$ cat config.mk
export PLATFORM = sky130hd
export DESIGN_NAME = m_meta_buffer
export DESIGN_NICKNAME = d
export VERILOG_FILES = /design/src/rtl/m_meta_buffer.sv
export SDC_FILE = /design/constraint.sdc
export NUM_CORES = 1
export LEC_CHECK = 0
export ABC_AREA = 1
export BUFFER_PORTS_ARGS = -buffer_cell sky130_fd_sc_hd__buf_4
export CAP_MARGIN = 20
export CORE_MARGIN = 3
export CORE_UTILIZATION = 57
export CTS_BUF_LIST = sky130_fd_sc_hd__clkbuf_8
export DETAILED_ROUTE_END_ITERATION = 8
export PLACE_DENSITY = 0.8
export SLEW_MARGIN = 5
export SYNTH_ARGS = -nofsm -noshare
export SYNTH_HDL_FRONTEND = slang
export SYNTH_SLANG_ARGS = --single-unit
export TNS_END_PERCENT = 1
$ cat constraint.sdc
create_clock -name clk_i -period 2.45 [get_ports clk_i]
set_input_delay 0.245 -clock clk_i [delete_from_list [all_inputs] [get_ports clk_i]]
set_output_delay 0.245 -clock clk_i [all_outputs]
set_load 0.01 [all_outputs]
$ cat src/rtl/m_meta_buffer.sv
// Metadata FIFO between the control machine and the data controller.
// The head entry is held in an output register so meta_glb_o never comes straight from meta_glb_i.
module m_meta_buffer #(
    parameter int unsigned  Depth         = 4,
    parameter type          meta_glb_t    = logic,
    parameter bit           CheckProducer = 1'b1,
    localparam int unsigned CntW          = $clog2(Depth + 1)
) (
    input  logic            clk_i,
    input  logic            rst_ni,
    input  logic            meta_ctrl_valid_i,
    output logic            meta_ctrl_ready_o,
    input  meta_glb_t       meta_glb_i,
    output logic            meta_valid_o,
    input  logic            meta_ready_i,
    output meta_glb_t       meta_glb_o,
    output logic [CntW-1:0] usage_o,
    output logic            empty_o,
    output logic            overflow_o
);
    localparam int unsigned     PtrW    = (Depth > 1) ? $clog2(Depth) : 1;
    localparam logic [PtrW-1:0] LastPtr = PtrW'(Depth - 1);
    localparam logic [CntW-1:0] FullCnt = CntW'(Depth);

    meta_glb_t       mem [Depth];
    logic [PtrW-1:0] wr_ptr_reg, wr_ptr_next;
    logic [PtrW-1:0] rd_ptr_reg, rd_ptr_next;
    logic [CntW-1:0] count_reg, count_next;
    meta_glb_t       head_reg, head_next;
    logic            overflow_reg, overflow_next;
    logic            push, pop;

    function automatic logic [PtrW-1:0] ptr_inc(input logic [PtrW-1:0] p);
        return (p == LastPtr) ? '0 : p + 1'b1;
    endfunction

    assign meta_ctrl_ready_o = (count_reg != FullCnt);
    assign meta_valid_o      = (count_reg != '0);
    assign empty_o           = (count_reg == '0);
    assign usage_o           = count_reg;
    assign overflow_o        = overflow_reg;
    assign meta_glb_o        = head_reg;

    always_comb begin
        push          = meta_ctrl_valid_i && meta_ctrl_ready_o;
        pop           = meta_valid_o && meta_ready_i;
        wr_ptr_next   = push ? ptr_inc(wr_ptr_reg) : wr_ptr_reg;
        rd_ptr_next   = pop ? ptr_inc(rd_ptr_reg) : rd_ptr_reg;
        overflow_next = overflow_reg || (meta_ctrl_valid_i && !meta_ctrl_ready_o);
        count_next    = count_reg;
        if (push && !pop) begin
            count_next = count_reg + 1'b1;
        end else if (pop && !push) begin
            count_next = count_reg - 1'b1;
        end
        // The new head is the slot rd_ptr_next; if this cycle's push lands there, bypass the write.
        head_next = head_reg;
        if (pop || (push && empty_o)) begin
            if (push && (wr_ptr_reg == rd_ptr_next)) begin
                head_next = meta_glb_i;
            end else begin
                head_next = mem[rd_ptr_next];
            end
        end
    end

    always_ff @(posedge clk_i) begin
        if (push) begin
            mem[wr_ptr_reg] <= meta_glb_i;
        end
    end

    always_ff @(posedge clk_i or negedge rst_ni) begin
        if (!rst_ni) begin
            wr_ptr_reg   <= '0;
            rd_ptr_reg   <= '0;
            count_reg    <= '0;
            head_reg     <= '0;
            overflow_reg <= 1'b0;
        end else begin
            wr_ptr_reg   <= wr_ptr_next;
            rd_ptr_reg   <= rd_ptr_next;
            count_reg    <= count_next;
            head_reg     <= head_next;
            overflow_reg <= overflow_next;
        end
    end

    assert property (@(posedge clk_i) disable iff (!rst_ni) count_reg <= FullCnt);

    assert property (@(posedge clk_i) disable iff (!rst_ni)
        (meta_valid_o && !meta_ready_i) |=> $stable(meta_glb_o));

    // Producers that are allowed to probe a full buffer turn this check off.
    if (CheckProducer) begin : g_producer_check
        assert property (@(posedge clk_i) disable iff (!rst_ni)
            !(meta_ctrl_valid_i && !meta_ctrl_ready_o));
    end

endmodule

==> key figures, run 1 <==
Pwr
  – IR drop worst, VDD: 0.000946 V
  – Leakage: 0.000507 uW
  – Total Power Consumption: 1270 uW
  – Pwr dens: 1300 nW/um2

Floorplanning
  – Number of placed I/O pins: 13
  – Die span in x: 43.8 um
  – Full die area: 1920 um2
  – Cell Rows: 12
  – Initial core utilization: 0.669
  – Core area: 1220 um2
  – Die extent in y: 43.8 um

Logic synthesis
  – Synthesized Nets: 101
  – Number of different library cells in the post-synthesis netlist: 21
  – Flops & latches, synth: 13
  – Cell area after synthesis: 813 um2
  – Post-synthesis area per instance: 9.14 um2
  – Number of cells produced by synthesis: 89
  – Sequential area share after synthesis: 0.425
  – Warnings from Yosys: 0

Placement
  – Post-placement worst setup slack: 0.399 ns
  – Number of input and output port buffers inserted: 12
  – Final estimated routing congestion in global placement: 0.800
  – HPWL after detailed placement: 1.13 mm
  – DP Area: 921 um2

Cells and area
  – Area of all placed cells without fillers: 976 um2
  – Commonest non-fill, non-tap cells in the layout: inv_1 (18), buf_4 (12), nand2_1 (11), nand3_1 (10), dfrtp_1 (9)
  – NumNets Final: 119
  – Total inserted antenna cells: 0
  – Most common cell after layout, fill and taps aside: inv_1
  – Area delta synth->final: 20.0%
  – Largest register FFs: 4
  – Largest register by flop count: mem
  – Layout cells sized above 1: 0.302

Clock network
  – Clock network latency to the later pin of the worst-skew pair: 0.24 ns
  – Sink count of the clock tree: 13
  – Cts bufs inserted: 3
  – Resize count post-CTS: 0
  – TritonCTS clock tree: yes
  – Max clock buf depth: 2
  – Count of H-tree levels built during CTS: 1
  – Clk slew on worst S/H paths: 0.05 ns
  – CTS Root Cell: clkbuf_8

Run status
  – Run status: completed

STA
  – Worst setup slack after layout: 0.405 ns
  – Worst-case headroom to the max-slew limit: 0.852
  – Largest clock skew in the final design: 0.00117 ns
  – Hold Violations, Final: 0
  – RSZ-0062 raised after global routing: no
  – Count of endpoints failing setup in the final report: 0
  – Worst hold slack: 0.219 ns
  – Final worst path period share: 0.835
  – Total count of max-transition violations in the final report: 0
  – Slew at the pin closest to its max-slew limit: 0.220 ns
  – Highest clock frequency the design can meet: 489 MHz
  – Fin crit period: 2.05 ns
  – Setup total negative slack: 0 ns

Min path
  – WHS Path Cells: 1
  – Kind of path behind the tightest hold check: input pin to flop
  – Hold path startpoint: meta_glb_i
  – Worst Hold Path EP: mem[1]

Global route
  – Global Route Usage Sum: 0.179
  – Initial antenna violation count: 0
  – Largest net degree at the start of global routing: 10
  – Wire length of the first global-routing pass: 2.57 mm
  – Gr ovfl total: 0
  – Via count of the first global-routing pass: 615

Critical path
  – Kind of capture point of the worst setup path: flop
  – Flop-to-flop setup slack: 0.40 ns
  – Worst endpoint required time: 2.57 ns
  – Worst reg2reg startpoint: usage_o[0]
  – Maximum fanout along the worst path: 6
  – Worst reg2reg endpoint: usage_o[1]
  – Arr. time, crit path: 2.17 ns
  – Kind of launch point of the worst setup path: flop
  – Cell depth of the worst flop-to-flop path: 8
  – Critical path class: flop to flop

Detailed routing
  – Wire length after detailed routing: 1.40 mm
  – Number of iterations in the first detailed-routing pass: 3
  – Detailed-route vias per instance: 5.04
  – Antenna Violating Nets Remaining: 0
  – Total number of vias: 605
  – Remaining routing DRC violations: 0
  – Post-DR wirelength/cell: 11.7 um
  – DRC marker count from the first detailed-route iteration: 4

Flow run
  – Max-cap violation count: 0
==> critical path, stage by stage (launching register included) <==
cell and delay (ns):
dfrtp_1 0.45, nor2_4 0.17, nand2_2 0.08, nand2_1 0.16, inv_2 0.09, ha_1 0.20, inv_1 0.10, fa_1 0.41
mux2_2 0.26
==> kinds of logic after synthesis <==
group / count (synthesis) / synth area share
adders and majority gates: 7 / 0.117
muxes: 1 / 0.0138
and+or+nand+nor: 41 / 0.295
DFF: 13 / 0.425
AOI/OAI and AO/OA: 6 / 0.0400
xor gates and xnor gates: 2 / 0.0215
buffers and inverters: 19 / 0.0877
==> repair_timing <==
item | in CTS | in global routing
buffers inserted | 0 | 0
hold buffers | 1 | 0
hold endpoints to repair | 9 | 0
==> worst max-delay path by stage <==
stage,cells past startpoint,end,start
2_1_floorplan,8,usage_o[1],usage_o[0]
3_3_place_gp,8,usage_o[1],usage_o[0]
3_5_place_dp,8,usage_o[1],usage_o[0]
4_1_cts,8,usage_o[1],usage_o[0]
5_1_grt,10,usage_o[2],usage_o[0]
6_report,8,usage_o[1],usage_o[0]
==> synth_stat cells (all sizes together) <==
| cell | count | area [um2] |
|---|---|---|
| nand3 | 10 | 50.1 |
| fa | 1 | 20.0 |
| o21ai | 4 | 20.0 |
| o21bai | 1 | 7.51 |
| nand3b | 1 | 7.51 |
| dfrtp | 9 | 225 |
| nor2 | 8 | 47.6 |
| inv | 19 | 71.3 |
| edfxtp | 4 | 120 |
| xnor2 | 1 | 8.76 |
| a21oi | 1 | 5.00 |
| ha | 6 | 75.1 |
| nand2 | 22 | 135 |
| mux2 | 1 | 11.3 |
| xor2 | 1 | 8.76 |
==> power breakdown <==
group	total [uW]	internal [uW]	switching [uW]	leakage [uW]
Combinational	684	292	392	0.000339
Sequential	404	314	89.8	0.000141
Clock	181	110	70.6	0.0000269
==> per-stage QoR <==
| step | utilization | instances |
|---|---|---|
| floorplan | - | 89 |
| detailed placement | 0.757 | 115 |
| finish | 0.802 | 120 |
| global placement | 0.757 | 115 |
| global route | 0.802 | 120 |
| CTS | 0.802 | 120 |
==> routing by layer <==
layer,up-vias,GRT usage,wire length [um]
met4,0,0.0542,9
met3,2,0.0373,31
li1,311,-,-
met5,-,0,0
met1,287,0.211,604
met2,5,0.323,757
==> cell type report <==
type,count,area (um2)
Clock inverter,1,3.75
Tap cell,14,17.5
Multi-Input combinational cell,57,397
Timing Repair Buffer,13,100
Sequential cell,13,345
Clock buffer,3,41.3
Inverter,19,71.3
Fill cell,75,240
Power figures use the tool's default switching activity.
==> inputs of run 2 (changes only) <==
CORE_UTILIZATION = 51   (was 57)
PLACE_DENSITY = 0.76   (was 0.8)
clock period = 1.65 ns   (was 2.45 ns; I/O delays follow)
==> key figures, run 2 (synthesis results as in run 1) <==
Clock network
  – Sink count of the clock tree: 13
  – Cts bufs inserted: 3
  – Clock network latency to the later pin of the worst-skew pair: 0.24 ns
  – CTS Root Cell: clkbuf_8
  – TritonCTS clock tree: yes
  – Max clock buf depth: 2
  – Clk slew on worst S/H paths: 0.05 ns
  – Count of H-tree levels built during CTS: 1

Floorplanning
  – Die span in x: 45.9 um
  – Initial core utilization: 0.581
  – Full die area: 2110 um2
  – Number of placed I/O pins: 13
  – Die extent in y: 45.9 um
  – Core area: 1400 um2
  – Cell Rows: 13

Pwr
  – Pwr dens: 1930 nW/um2
  – Total Power Consumption: 2140 uW
  – IR drop worst, VDD: 0.00130 V
  – Leakage: 0.000569 uW

STA
  – Worst setup slack after layout: -0.125 ns
  – Largest clock skew in the final design: 0.00122 ns
  – Final worst path period share: 1.08
  – Highest clock frequency the design can meet: 564 MHz
  – Total count of max-transition violations in the final report: 0
  – Setup total negative slack: -0.227 ns
  – Worst hold slack: 0.137 ns
  – Slew at the pin closest to its max-slew limit: 0.219 ns
  – Hold Violations, Final: 0
  – RSZ-0062 raised after global routing: yes
  – Worst-case headroom to the max-slew limit: 0.853
  – Fin crit period: 1.77 ns
  – Count of endpoints failing setup in the final report: 2

Global route
  – Gr ovfl total: 0
  – Initial antenna violation count: 0
  – Global routing usage on met3: 0.0237
  – Wire length of the first global-routing pass: 2.65 mm
  – GR Layer Usage met1: 0.203
  – Global Route Usage Sum: 0.184
  – Largest net degree at the start of global routing: 10
  – Most crowded layer after global routing: met2
  – Via count of the first global-routing pass: 647
  – Global routing usage on met2: 0.324

Critical path
  – Cell with the most instances on the worst path: nand2_4
  – Cell depth of the worst flop-to-flop path: 8
  – Slowest Stage Delay on Critical Path: 0.42 ns
  – Worst reg2reg startpoint: usage_o[0]
  – Kind of launch point of the worst setup path: flop
  – Maximum fanout along the worst path: 2
  – Flop-to-flop setup slack: -0.12 ns
  – Kind of capture point of the worst setup path: flop
  – Critical path class: flop to flop
  – Critical-path cell list: nor2_4, nand2_4, nand2_4, inv_4, ha_4, inv_2, fa_2, mux2_2
  – Max stage delay cell, worst path: fa_2
  – Arr. time, crit path: 1.90 ns
  – Worst reg2reg endpoint: usage_o[1]
  – Worst endpoint required time: 1.77 ns

Placement
  – DP Area: 1020 um2
  – Number of input and output port buffers inserted: 12
  – Final estimated routing congestion in global placement: 0.802
  – HPWL after detailed placement: 1.25 mm

Cells and area
  – Area delta synth->final: 36.9%
  – NumNets Final: 130
  – Area of all placed cells without fillers: 1110 um2
  – Commonest non-fill, non-tap cells in the layout: buf_4 (22), inv_1 (17), nand2_1 (10), nand3_1 (8)
  – Most common cell after layout, fill and taps aside: buf_4
  – Largest register by flop count: mem
  – Layout cells sized above 1: 0.453
  – Total inserted antenna cells: 0
  – Largest register FFs: 4

Min path
  – Worst Hold Path EP: mem[2]
  – Kind of path behind the tightest hold check: input pin to flop
  – WHS Path Cells: 1
  – Hold path startpoint: meta_glb_i

Detailed routing
  – Antenna Violating Nets Remaining: 0
  – Detailed-route vias per instance: 4.98
  – Number of iterations in the first detailed-routing pass: 4
  – Remaining routing DRC violations: 0
  – DRC marker count from the first detailed-route iteration: 14
  – Wire length after detailed routing: 1.57 mm
  – Post-DR wirelength/cell: 11.9 um
  – Total number of vias: 657

Flow run
  – Max-cap violation count: 0

Run status
  – Run status: complete, but fails checks
  – Violated checks: negative setup slack
## run 2: worst max path at each step
| stage | to | depth (start not counted) | from | slack, ns |
|---|---|---|---|---|
| global placement | usage_o[2] | 9 | usage_o[1] | -0.06 |
| floorplan | usage_o[2] | 9 | usage_o[1] | -0.18 |
| finish | usage_o[1] | 8 | usage_o[0] | -0.12 |
| CTS | usage_o[1] | 8 | usage_o[0] | -0.13 |
| global route | usage_o[1] | 8 | usage_o[0] | -0.17 |
| detailed placement | usage_o[2] | 9 | usage_o[1] | -0.20 |
## run 2: layer usage
| metal | up-vias | wire (um) |
|---|---|---|
| li1 | 332 | - |
| met2 | 19 | 801 |
| met1 | 302 | 664 |
| met4 | 0 | 31 |
| met3 | 4 | 68 |
| met5 | - | 0 |
## run 2: area by class of cell
| type | instances | area [um2] |
|---|---|---|
| clock inverters | 1 | 3.75 |
| multi-input cells | 57 | 442 |
| inverters | 19 | 73.8 |
| well taps | 15 | 18.8 |
| flip-flops and latches | 13 | 348 |
| fillers | 89 | 285 |
| repair buffers | 24 | 186 |
| clock buffers | 3 | 41.3 |
## run 2: timing repair
item                       CTS  global route
hold buffers                 1             0
pin swaps                    2             0
setup endpoints to repair    2             3
setup buffers                2             0
hold endpoints to repair     9             0
resized for setup            3             3
## run 2: worst max-delay path, delay by kind of cell, from the launching register on
kind,cells,cell delay (ns)
multiplexers,1,0.26
buffers and inverters,2,0.10
AND/OR/NAND/NOR,3,0.32
flip-flops,1,0.41
adder cells (fa/ha/maj),2,0.57
## run 2: power by group
group	internal, uW	switching [uW]	total (uW)
combinational	602	683	1290
sequential	472	116	587
clock	164	108	272
total	1240	907	2140
## run 2: metrics by stage
step / cells / worst slack, ns / utilization
global placement: 125 / -0.0583 / 0.729
CTS: 132 / -0.130 / 0.786
floorplan: 89 / -0.179 / -
global route: 132 / -0.166 / 0.796
detailed placement: 125 / -0.200 / 0.729
finish: 132 / -0.125 / 0.796
==> inputs of run 3 (changes only) <==
CORE_UTILIZATION = 35   (was 51)
PLACE_DENSITY = not set   (was 0.76)
==> key figures, run 3 (synthesis results as in run 1) <==
Pwr
  – Pwr dens: 1900 nW/um2
  – IR drop worst, VDD: 0.00117 V
  – Total Power Consumption: 2100 uW
  – Leakage: 0.000557 uW

Floorplanning
  – Cell Rows: 16
  – Number of placed I/O pins: 13
  – Full die area: 2940 um2
  – Die extent in y: 54.2 um
  – Initial core utilization: 0.391
  – Core area: 2080 um2
  – Die span in x: 54.2 um

Clock network
  – Sink count of the clock tree: 13
  – TritonCTS clock tree: yes
  – Clk slew on worst S/H paths: 0.06 ns
  – CTS Root Cell: clkbuf_8
  – Count of H-tree levels built during CTS: 1
  – Cts bufs inserted: 3
  – Max clock buf depth: 2
  – Clock network latency to the later pin of the worst-skew pair: 0.24 ns

Cells and area
  – Total inserted antenna cells: 0
  – Most common cell after layout, fill and taps aside: buf_4
  – Area delta synth->final: 35.7%
  – Layout cells sized above 1: 0.426
  – Layout fillers: 206
  – Commonest non-fill, non-tap cells in the layout: buf_4 (21), inv_1 (17), nand2_1 (10), nand3_1 (9)
  – Largest register by flop count: mem
  – Area of all placed cells without fillers: 1100 um2
  – NumNets Final: 128
  – Final core utilization: 0.530
  – Largest register FFs: 4

Critical path
  – Kind of launch point of the worst setup path: flop
  – Maximum fanout along the worst path: 2
  – CP Launch Point: usage_o[1]
  – Worst reg2reg startpoint: usage_o[1]
  – Arr. time, crit path: 1.90 ns
  – Worst endpoint required time: 1.78 ns
  – Kind of capture point of the worst setup path: flop
  – Critical path class: flop to flop

Detailed routing
  – Total number of vias: 624
  – Wire length after detailed routing: 1.60 mm
  – Number of iterations in the first detailed-routing pass: 4
  – Post-DR wirelength/cell: 11.2 um
  – DRC marker count from the first detailed-route iteration: 5
  – Remaining routing DRC violations: 0
  – Antenna Violating Nets Remaining: 0
  – Detailed-route vias per instance: 4.39

Global route
  – Global Route Usage Sum: 0.137
  – Largest net degree at the start of global routing: 10
  – Via count of the first global-routing pass: 583
  – Initial antenna violation count: 0
  – Wire length of the first global-routing pass: 2.67 mm
  – Gr ovfl total: 0

STA
  – Count of endpoints failing setup in the final report: 2
  – RSZ-0062 raised after global routing: yes
  – Fin crit period: 1.77 ns
  – Largest clock skew in the final design: 0.00298 ns
  – Worst setup slack after layout: -0.120 ns
  – Hold Violations, Final: 0
  – Highest clock frequency the design can meet: 565 MHz
  – Total count of max-transition violations in the final report: 0
  – Setup total negative slack: -0.182 ns
  – Worst-case headroom to the max-slew limit: 0.859
  – Slew at the pin closest to its max-slew limit: 0.209 ns
  – Final worst path period share: 1.07

Placement
  – Final estimated routing congestion in global placement: 0.756
  – Post-placement worst setup slack: -0.102 ns
  – HPWL after detailed placement: 1.24 mm
  – DP Area: 1030 um2
  – Number of input and output port buffers inserted: 12

Run status
  – Run status: complete, but fails checks
  – Violated checks: negative setup slack

Min path
  – Hold path startpoint: meta_glb_i
  – Kind of path behind the tightest hold check: input pin to flop

Flow run
  – Max-cap violation count: 0
[run 3: changes by cell type in the layout (fill, tap and decap cells not counted)]
| cell | change |
|---|---|
| o21ai_2 | -1 |
| buf_6 | -1 |
| nand3_2 | -1 |
| buf_4 | -1 |
| inv_4 | +1 |
| nand3_1 | +1 |
| o21ai_1 | +1 |
| inv_2 | -1 |
[run 3: cell type report]
| type | count | area (um2) | area share |
|---|---|---|---|
| inverter | 19 | 76.3 | 0.0692 |
| tap | 27 | 33.8 | 0.0306 |
| sequential | 13 | 348 | 0.315 |
| clock buffer | 3 | 41.3 | 0.0374 |
| multi-input combinational | 57 | 433 | 0.392 |
| clock inverter | 1 | 3.75 | 0.00340 |
| timing repair buffer | 22 | 168 | 0.152 |
[run 3: power by group]
part	leakage [uW]	switching [uW]	internal (uW)	total [uW]
logic	0.000391	655	568	1220
registers	0.000139	123	472	595
clock network	0.0000269	114	164	278
[run 3: per-layer routing]
| metal | vias to the layer above | share of wire | GRT usage |
|---|---|---|---|
| li1 | 333 | - | - |
| met1 | 280 | 0.47 | 0.158 |
| met2 | 7 | 0.48 | 0.215 |
| met3 | 4 | 0.029 | 0.0388 |
| met4 | 0 | 0.021 | 0.0996 |
| met5 | - | 0 | 0 |
[run 3: path summary, 6_finish.rpt]
kind | end | slack [ns] | cells past startpoint
setup / recovery | usage_o[1] | -0.12 | 8
hold / removal | mem[2] | 0.13 | 1
max in group asynchronous | usage_o[1] | 1.22 | 2
min in group asynchronous | usage_o[0] | 0.28 | 2
setup reg to reg | usage_o[1] | -0.12 | 8
hold reg to reg | meta_glb_o | 0.50 | 2
[run 3: timing repair]
action | 4_1_cts | 5_1_grt
pin swaps | 2 | 3
hold buffers | 1 | 0
buffers inserted | 0 | 0
setup endpoints to repair | 2 | 3
endpoints found under the hold margin | 9 | 0
gates resized for setup | 0 | 4
[run 3: worst max-delay path, cell delays in order, from the launching register on]
cell and delay [ns]:
dfrtp_2 0.42, nor2_4 0.17, nand2_4 0.08, nand2_4 0.07, inv_4 0.04, ha_4 0.15
inv_4 0.05, fa_2 0.41, mux2_2 0.27
[run 3: through the flow]
step,cells,hold slack (ns)
CTS,142,0.125
floorplan,89,-0.131
finish,142,0.130
detailed placement,137,-0.00260
global route,142,0.129
global placement,137,-0.00343
